<file path="config.mk">
export PLATFORM = sky130hd
export DESIGN_NAME = wb_arbiter_2m
export DESIGN_NICKNAME = d
export VERILOG_FILES = /design/src/rtl/wb_arbiter_2m_pkg.sv /design/src/rtl/wb_arbiter_2m.sv
export SDC_FILE = /design/constraint.sdc
export NUM_CORES = 1
export LEC_CHECK = 0
export ABC_CLOCK_PERIOD_IN_PS = 2500
export CAP_MARGIN = 40
export CORE_MARGIN = 2
export CORE_UTILIZATION = 23
export DETAILED_ROUTE_END_ITERATION = 7
export PLACE_DENSITY = 0.82
export SYNTH_ARGS = -nofsm -noshare
export SYNTH_HDL_FRONTEND = slang
export SYNTH_SLANG_ARGS = --single-unit
export TNS_END_PERCENT = 30
</file>
<file path="constraint.sdc">
create_clock -name wb_clk_i -period 2.5 [get_ports wb_clk_i]
set_clock_uncertainty 0.15 [all_clocks]
set_input_delay 0.5 -clock wb_clk_i [delete_from_list [all_inputs] [get_ports wb_clk_i]]
set_output_delay 0.5 -clock wb_clk_i [all_outputs]
set_load 0.05 [all_outputs]
</file>
<file path="src/rtl/wb_arbiter_2m_pkg.sv">
// Shared types for Wishbone arbiters: grant state encoding, the request bundle a
// master presents, and the round-robin pick used when the bus is idle.
package wb_arbiter_2m_pkg;

  localparam int DATA_W = 16;
  localparam int SEL_W  = 2;

  typedef enum logic [1:0] {
    IDLE = 2'd0,
    GNT0 = 2'd1,
    GNT1 = 2'd2
  } arb_state_t;

  typedef struct packed {
    logic [19:1]       adr;
    logic [DATA_W-1:0] dat;
    logic [SEL_W-1:0]  sel;
    logic              we;
    logic              stb;
    logic              cyc;
  } wb_req_t;

  // On a tie the master that did not own the bus most recently wins.
  function automatic arb_state_t rr_pick(input logic req0, input logic req1,
                                         input logic last);
    arb_state_t pick;
    case ({req1, req0})
      2'b01:   pick = GNT0;
      2'b10:   pick = GNT1;
      2'b11:   pick = last ? GNT0 : GNT1;
      default: pick = IDLE;
    endcase
    return pick;
  endfunction

endpackage

</file>
<file path="src/rtl/wb_arbiter_2m.sv">
// Two-master Wishbone arbiter in front of one 16-bit slave port. The grant is
// registered and held for the owner's whole cyc; simultaneous requests alternate.
module wb_arbiter_2m
  import wb_arbiter_2m_pkg::*;
(
  input  logic        wb_clk_i,
  input  logic        wb_rst_i,

  input  logic [15:0] m0_dat_i,
  output logic [15:0] m0_dat_o,
  input  logic [19:1] m0_adr_i,
  input  logic        m0_we_i,
  input  logic [1:0]  m0_sel_i,
  input  logic        m0_stb_i,
  input  logic        m0_cyc_i,
  output logic        m0_ack_o,

  input  logic [15:0] m1_dat_i,
  output logic [15:0] m1_dat_o,
  input  logic [19:1] m1_adr_i,
  input  logic        m1_we_i,
  input  logic [1:0]  m1_sel_i,
  input  logic        m1_stb_i,
  input  logic        m1_cyc_i,
  output logic        m1_ack_o,

  output logic [15:0] s_dat_o,
  input  logic [15:0] s_dat_i,
  output logic [19:1] s_adr_o,
  output logic        s_we_o,
  output logic [1:0]  s_sel_o,
  output logic        s_stb_o,
  output logic        s_cyc_o,
  input  logic        s_ack_i
);

  arb_state_t state;
  arb_state_t state_nxt;
  logic       last;
  logic       last_nxt;
  wb_req_t    m0_req;
  wb_req_t    m1_req;
  wb_req_t    owner_req;
  logic       gnt0;
  logic       gnt1;

  // last starts at 1 so that m0 wins the very first tie.
  always_ff @(posedge wb_clk_i or posedge wb_rst_i) begin
    if (wb_rst_i) begin
      state <= IDLE;
      last  <= 1'b1;
    end else begin
      state <= state_nxt;
      last  <= last_nxt;
    end
  end

  always_comb begin
    state_nxt = state;
    last_nxt  = last;
    case (state)
      IDLE: state_nxt = rr_pick(m0_cyc_i, m1_cyc_i, last);
      GNT0: if (!m0_cyc_i) state_nxt = m1_cyc_i ? GNT1 : IDLE;
      GNT1: if (!m1_cyc_i) state_nxt = m0_cyc_i ? GNT0 : IDLE;
      default: state_nxt = IDLE;
    endcase
    if (state_nxt == GNT0 && state != GNT0) last_nxt = 1'b0;
    if (state_nxt == GNT1 && state != GNT1) last_nxt = 1'b1;
  end

  assign m0_req = '{adr: m0_adr_i, dat: m0_dat_i, sel: m0_sel_i,
                    we: m0_we_i, stb: m0_stb_i, cyc: m0_cyc_i};
  assign m1_req = '{adr: m1_adr_i, dat: m1_dat_i, sel: m1_sel_i,
                    we: m1_we_i, stb: m1_stb_i, cyc: m1_cyc_i};

  assign gnt0 = (state == GNT0);
  assign gnt1 = (state == GNT1);

  // Idle drives an all-zero request so nothing leaks onto the slave port.
  always_comb begin
    owner_req = '0;
    case (state)
      GNT0:    owner_req = m0_req;
      GNT1:    owner_req = m1_req;
      default: owner_req = '0;
    endcase
  end

  // Gating with the owner's live cyc ends the slave cycle before the grant moves.
  assign s_cyc_o = owner_req.cyc;
  assign s_stb_o = owner_req.stb & owner_req.cyc;
  assign s_we_o  = owner_req.we;
  assign s_adr_o = owner_req.adr;
  assign s_sel_o = owner_req.sel;
  assign s_dat_o = owner_req.dat;

  assign m0_ack_o = s_ack_i & gnt0;
  assign m1_ack_o = s_ack_i & gnt1;
  assign m0_dat_o = gnt0 ? s_dat_i : 16'h0000;
  assign m1_dat_o = gnt1 ? s_dat_i : 16'h0000;

endmodule

</file>
Word level (Yosys, flattened, before mapping)
Cells that the tools add are included.
{"block": "op_classes", "n_eq_ne": 9, "muxes": 12, "reduce_logical": 4, "bitwise": 3}
{"op": "case mux 40 bit (2 select lines)", "count": 1}
{"op": "2-to-1 mux 16 bit", "count": 2}
{"op": "case mux 2 bit (3 select lines)", "count": 2}
{"op": "== test 2 bit (second input constant)", "count": 4}
{"op": "2-to-1 mux 2 bit", "count": 4}
{"op": "== test 2 x 1 -> 1 bit (second input constant)", "count": 3}
{"op": "AND 1 bit", "count": 3}
{"op": "2-to-1 mux 1 bit", "count": 3}
{"op": "logical AND 1 bit", "count": 2}
{"op": "zero test 2 bit", "count": 1}
{"op": "!= test 2 x 1 -> 1 bit (second input constant)", "count": 1}
{"op": "!= test 2 bit (second input constant)", "count": 1}
{"op": "nonzero test 2 bit", "count": 1}
{"block": "totals", "in_bits": 99, "wordCells": 30, "reg_bits": 3, "output_inout_bits": 74}

Logic depth before layout (Yosys ltp)
Gate-level depths: netlist of the first run.
{"block": "depth", "ltp_word": 7, "mapped_depth": 7, "ltp_nobuf": 6}

Worst setup path after synthesis of the first run
OpenSTA, ideal clock, no wires.
{"block": "synth_timing", "path_kind": "reg-to-output", "start": "reg state[1]", "end": "out s_stb_o", "required_ps": 1850, "path_stages_with_launch": 6, "slack_ps": -466, "t_arrival_ps": 2316, "n_path_buf": 0, "path_cell_list": "dfrtp_1 > inv_1 > ha_1 > a22oi_1 > nor2b_1 > nor2b_1"}
{"block": "synth_between", "elab_chain_len": 3, "word_cells_on_any_way": 4, "classes_between": "eq/ne: 2; mux: 1; bitwise: 1"}
{"element": "from (decl)", "line": "wb_arbiter_2m.sv:37", "source": "arb_state_t state;"}
{"element": "from (signal assigned)", "line": "wb_arbiter_2m.sv:53", "source": "state <= state_nxt;"}
{"element": "== test 2 bit or == test 2 x 1 -> 1 bit (tied branches)", "line": "wb_arbiter_2m.sv:82", "source": "case (state)"}
{"element": "case mux 40 bit (2 select lines) (*)", "line": "wb_arbiter_2m.sv:82"}
{"element": "via s_cyc_o", "line": "wb_arbiter_2m.sv:33", "source": "output logic s_cyc_o,"}
{"element": "AND 1 bit (*)", "line": "wb_arbiter_2m.sv:91", "source": "assign s_stb_o = owner_req.stb & owner_req.cyc;"}
{"element": "to (decl)", "line": "wb_arbiter_2m.sv:32", "source": "output logic s_stb_o,"}
Mark *: on every way through the listed nets, which the timed path passes. The rest lies on a longest branch.

Worst setup path after layout of the first run
{"block": "layout_timing", "start": "reg state[0]", "end": "out s_adr_o[19] in the netlist's numbering"}
{"block": "layout_between", "elab_chain_len": 2, "word_cells_on_any_way": 3, "classes_between": "eq/ne: 2; mux: 1"}
{"element": "== test 2 bit or == test 2 x 1 -> 1 bit (tied branches)", "line": "wb_arbiter_2m.sv:82"}
{"element": "case mux 40 bit (2 select lines) (*)", "line": "wb_arbiter_2m.sv:82"}
{"element": "to (decl)", "line": "wb_arbiter_2m.sv:29", "source": "output logic [19:1] s_adr_o,"}
Mark *: on every way between the ends. The rest lies on a longest branch, timed or not.

==> results.toml, run 1 <==
[outcome]
status = "finished clean"

[synth]
async_reset_ff_frac = 1.00
ys_ff_latch = 3
ys_seq_area_frac = 0.0686
synthCells = 160
synth_top_area_frac = 0.277
ys.flop_type = "dfrtp_1"
synth_nets = 264
synth_edf_count = 0
yosys.area.top_type = "a22oi_1"
synth.area.top_cells = "a22oi_1, nor2b_1, and2_1"
synth_warnings = 0
yosysUniqueCellTypes = 22
synth_area_sq_um = 1110
syn_avg_cell_area_sq_um = 6.95
synthTopCellsByCount = "a22oi_1, nor2b_1, and2_1, clkbuf_1, ha_1"

[clocking]
cts_buffer_depth = 2
cts_tree = "built"
clock_latency_ns = 0.22
cts_root_buffer = "clkbuf_8"
hold_buffers = 0
numCtsBuffers = 3
path_clk_slew_ns = 0.03
clkSinkCount = 3
htree_levels = 1

[cells_and_area]
instances_no_fill = 383
fin_nets = 434
fillerInstances = 312
area_growth_syn_to_layout_pct = 237
drive_above_1_share = 0.319
multiInputGateArea_sq_um = 996
final_util = 0.800
ff_latch_area_sq_um = 76.3
n_antenna_cell = 0

[sta]
setup_viol = 0
setup_ws_ns = 0.0820
relSlewSlack = 0.804
setup_tns_ns = 0
slew_violations = 0
min_period_ns = 2.42
hold_violations = 0
fmax_mhz = 414
worstMarginPinSlew_ns = 0.294
finalCritPeriodShare = 0.967
rsz0062_at_grt = "yes"

[worst_hold_path]
hold_class = "in2async"

[global_route]
first_global_vias = 1887
grt_overflow_total = 0
grt_max_degree = 35
grt_pass1_wl_um = 9050
grt_usage = 0.213
antenna_found_initial = 0

[place]
gp_congestion = 0.737
placedCellCount = 379
dp_slack_ns = 0.188
port_buffers = 172
dp_hpwl_um = 5260

[detailed_routing]
drt_iter0_drc = 60
drc = 0
viasPerCell = 4.94
first_pass_iters = 4
wl_um = 6280
vias = 1891
ant_nets = 0
wire_per_inst_um = 16.4

[power]
p_switching_mw = 2.08
combPwrFrac = 0.940
p_total_mw = 4.08
p_leak_nw = 1.44
p_seq_frac = 0.026
clkPwrFrac = 0.035
switching_share = 0.508
p_per_area_nw_per_um2 = 1090
vdd_drop_max_v = 0.000642
p_int_mw = 2.01

[floorplanning]
die-area_sq_um = 5410
core_area_sq_um = 4690
die_w_um = 73.5
fp.dieH_um = 73.5
start_util = 0.237
rows = 25
io_pins = 173

[run]
drv_cap = 0

[setup_path]
crit_type = "reg2out"
cp_max_fo = 28
cp-start-kind = "flop"
critical_path_arrival_ns = 1.77
crit_path_end_kind = "output pin"
required_ns = 1.85
-- path summary, 6_finish.rpt --
check / startpoint / endpoint / slack, ns / depth (start not counted)
max in group asynchronous: wb_rst_i / last$_DFFE_PP1P_ / 1.69 / 2
min: wb_rst_i / state[0]$_DFF_PP0_ / 0.30 / 2
max: state[0]$_DFF_PP0_ / s_adr_o[19] / 0.08 / 6
min reg2reg: last$_DFFE_PP1P_ / last$_DFFE_PP1P_ / 0.43 / 2
max reg2reg: state[1]$_DFF_PP0_ / last$_DFFE_PP1P_ / 0.73 / 7
min in group wb_clk_i: last$_DFFE_PP1P_ / last$_DFFE_PP1P_ / 0.43 / 2
-- metal layers --
metal  global-route usage  vias to the layer above  wire length (um)
li1                     -                      899                 -
met1                0.226                      871              2120
met2                0.400                      107              3360
met3               0.0576                       14               631
met4               0.0687                        0               173
met5                    0                        -                 0
-- final cells by class --
class	instances	share of cell area
flip-flops and latches	3	0.0203
clock buffers	4	0.0120
inverters	4	0.00400
repair buffers	181	0.680
well taps	54	0.0180
multi-input cells	137	0.265
-- metrics by stage --
step	hold slack, ns	cell area (sq um)
global route	0.322	3750
finish	0.299	3750
CTS	0.300	3720
detailed placement	0.448	3680
floorplan	0.103	1130
global placement	0.390	3680
-- sequential cells by signal, indices dropped and copies added, names as in the netlist --
signal and cells:
state 2, last 1
-- critical path: stages, from the launching register on --
cell,delay [ns]
dfrtp_1,0.42
inv_1,0.12
ha_1,0.20
buf_6,0.24
a22oi_1,0.15
nor2b_1,0.23
buf_12,0.17
-- what timing repair did --
action | CTS | global route
endpoints found under the setup margin | 0 | 29
buffers inserted | 0 | 0
gates resized for setup | 0 | 10
-- logic make-up after synthesis --
group	Yosys count	synth area share
mux	2	0.0225
buf+inv	20	0.0697
compound gates	45	0.314
fa+ha+maj	5	0.0562
flops	3	0.0686
simple gates	85	0.469
-- power groups by stage --
stage / logic (mW) / clock network, mW / registers, mW
floorplan: 1.98 / 0 / 0.0955
CTS: 3.82 / 0.146 / 0.104
global placement: 3.76 / 0 / 0.101
detailed placement: 3.81 / 0 / 0.105
global route: 4.00 / 0.149 / 0.109
finish: 3.84 / 0.143 / 0.104
-- cell usage in the layout, fill, tap and decap left out, drive strengths merged --
master,count
dfstp,1
inv,4
clkdlybuf4s50,98
dfrtp,2
mux2,1
buf,83
nor2b,41
and2,36
nand2,1
mux2i,1
and3,1
nor4,1
clkbuf,4
o21ai,1
a221oi,1
ha,5
a22oi,41
nand3,1
o221ai,1
a31oi,1
nor2,3
or2b,1
Note: power is estimated with default switching activity, not from simulation.
==> inputs of run 2 (changes only) <==
CTS_BUF_LIST = sky130_fd_sc_hd__clkbuf_16   (was unset)
==> run 2 against run 1 <==
  * Maximum frequency up 0.47%
  * Critical endpoint unchanged
  * Die area unchanged
  * Cell area increased by 0.80%
==> results.toml, run 2 (same netlist as run 1, synthesis figures left out) <==
[outcome]
status = "finished clean"

[sta]
fmax_mhz = 416
worstMarginPinSlew_ns = 0.285
setup_viol = 0
holdWs_ns = 0.313
relSlewSlack = 0.810
hold_violations = 0
finalCritPeriodShare = 0.963
slew_violations = 0
min_period_ns = 2.41

[clocking]
hold_buffers = 0
clkSinkCount = 3
clock_latency_ns = 0.23
htree_levels = 1
path_clk_slew_ns = 0.03
post_cts_buffers = 0
numCtsBuffers = 3
cts_buffer_depth = 2
cts_resized = 0
cts_root_buffer = "clkbuf_16"
cts_tree = "built"

[detailed_routing]
first_pass_iters = 4
vias = 1902
ant_nets = 0
wire_per_inst_um = 16.4
viasPerCell = 4.97
drt_iter0_drc = 54
wl_um = 6270
drc = 0

[floorplanning]
start_util = 0.237
io_pins = 173
fp.dieH_um = 73.5
die-area_sq_um = 5410
die_w_um = 73.5
rows = 25
core_area_sq_um = 4690

[global_route]
busiest_layer = "met2"
grt_pass1_wl_um = 9080
grt_util_met1 = 0.227
grt_usage = 0.215
first_global_vias = 1901
grt_overflow_total = 0
use_met3 = 0.0617
grt_max_degree = 35
antenna_found_initial = 0
met2_usage = 0.404

[setup_path]
regToRegSetupSlack_ns = 0.74
crit_chain = "inv_1, ha_1, buf_8, a22oi_1, nor2b_1, buf_12"
crit_slowest_cell = "dfrtp_1"
critical_path_arrival_ns = 1.76
regToRegStartpoint = "state[1]$_DFF_PP0_"
r2r-end = "last$_DFFE_PP1P_"
cp_max_fo = 28
crit_path_end_kind = "output pin"
crit_type = "reg2out"
required_ns = 1.85
slowest_delay_ns = 0.42
rr_worst_depth = 7
cp-start-kind = "flop"

[place]
dp_hpwl_um = 5260
gp_congestion = 0.737
dpl_cell_area_sq_um = 3680
port_buffers = 172

[power]
clkPwrFrac = 0.061
p_per_area_nw_per_um2 = 1110
p_leak_nw = 1.46
vdd_drop_max_v = 0.000733
p_seq_frac = 0.025
combPwrFrac = 0.915
switching_share = 0.498
p_int_mw = 2.11
p_switching_mw = 2.09

[worst_hold_path]
hold_class = "in2async"

[run]
drv_cap = 0

[cells_and_area]
n_antenna_cell = 0
fin_area_sq_um = 3780
top_register = "state"
largest_reg_flops = 2
final_common_cell = "clkdlybuf4s50_1"
area_growth_syn_to_layout_pct = 240
fin_nets = 434
reg_top3 = "state: 2 flops, last: 1 flops"
final_cell_mix = "clkdlybuf4s50_1, buf_12, a22oi_1"
drive_above_1_share = 0.310
==> run 2: cell count changes in the layout (fill, tap and decap cells not counted), sizes merged <==
cell / delta
clkbuf: -1
inv: +1
==> run 2: layer usage <==
metal / vias up / part of all wire
li1: 899 / -
met1: 880 / 0.34
met2: 108 / 0.53
met3: 15 / 0.10
met4: 0 / 0.029
met5: - / 0
==> run 2: worst max-delay path by stage <==
stage               slack [ns]               start          end  depth (start not counted)
floorplan                -0.07  state[1]$_DFF_PP0_  s_dat_o[10]                          5
global placement          0.22            m0_cyc_i      s_stb_o                          5
detailed placement        0.19            m0_cyc_i      s_stb_o                          5
CTS                      0.003  state[0]$_DFF_PP0_  s_adr_o[19]                          6
global route             -0.01  state[0]$_DFF_PP0_  s_adr_o[14]                          5
finish                    0.09  state[0]$_DFF_PP0_  s_adr_o[19]                          6
==> run 2: area by class of cell <==
| class | instances | area [sq um] |
|---|---|---|
| clock buffer | 3 | 75.1 |
| sequential | 3 | 76.3 |
| clock inverter | 1 | 3.75 |
| tap | 54 | 67.6 |
| timing repair buffer | 181 | 2560 |
| multi-input combinational | 137 | 988 |
| inverter | 4 | 15.0 |
| fill | 305 | 908 |
==> run 2: power by group through the flow <==
stage | clock network [mW] | registers, mW | logic [mW]
2_1_floorplan | 0 | 0.0955 | 1.98
3_3_place_gp | 0 | 0.101 | 3.76
3_5_place_dp | 0 | 0.105 | 3.81
4_1_cts | 0.255 | 0.104 | 3.82
5_1_grt | 0.255 | 0.109 | 4.00
6_report | 0.254 | 0.105 | 3.84
==> run 2: worst max-delay path, delay by kind of cell, from the launching register on <==
family | cells | cell delay (ns)
and+or+nand+nor | 1 | 0.23
DFF | 1 | 0.42
buffers and inverters | 3 | 0.51
AOI/OAI and AO/OA | 1 | 0.14
adders and majority gates | 1 | 0.22
==> run 2: stage by stage <==
stage                      util  instances  setup slack (ns)  TNS, ns  power, mW
final                     0.806        383            0.0934        0       4.20
after global routing      0.806        383           -0.0108  -0.0458       4.36
after CTS                 0.801        383           0.00291        0       4.18
after detailed placement  0.784        379             0.188        0       3.92
after global placement    0.784        379             0.221        0       3.86
after floorplan               -        160           -0.0662   -0.980       2.07
==> inputs of run 3 (changes only) <==
GPL_ROUTABILITY_DRIVEN = 0   (was unset)
==> results of run 3 <==
The final DEF is identical to that of run 2; final timing and power are the same.
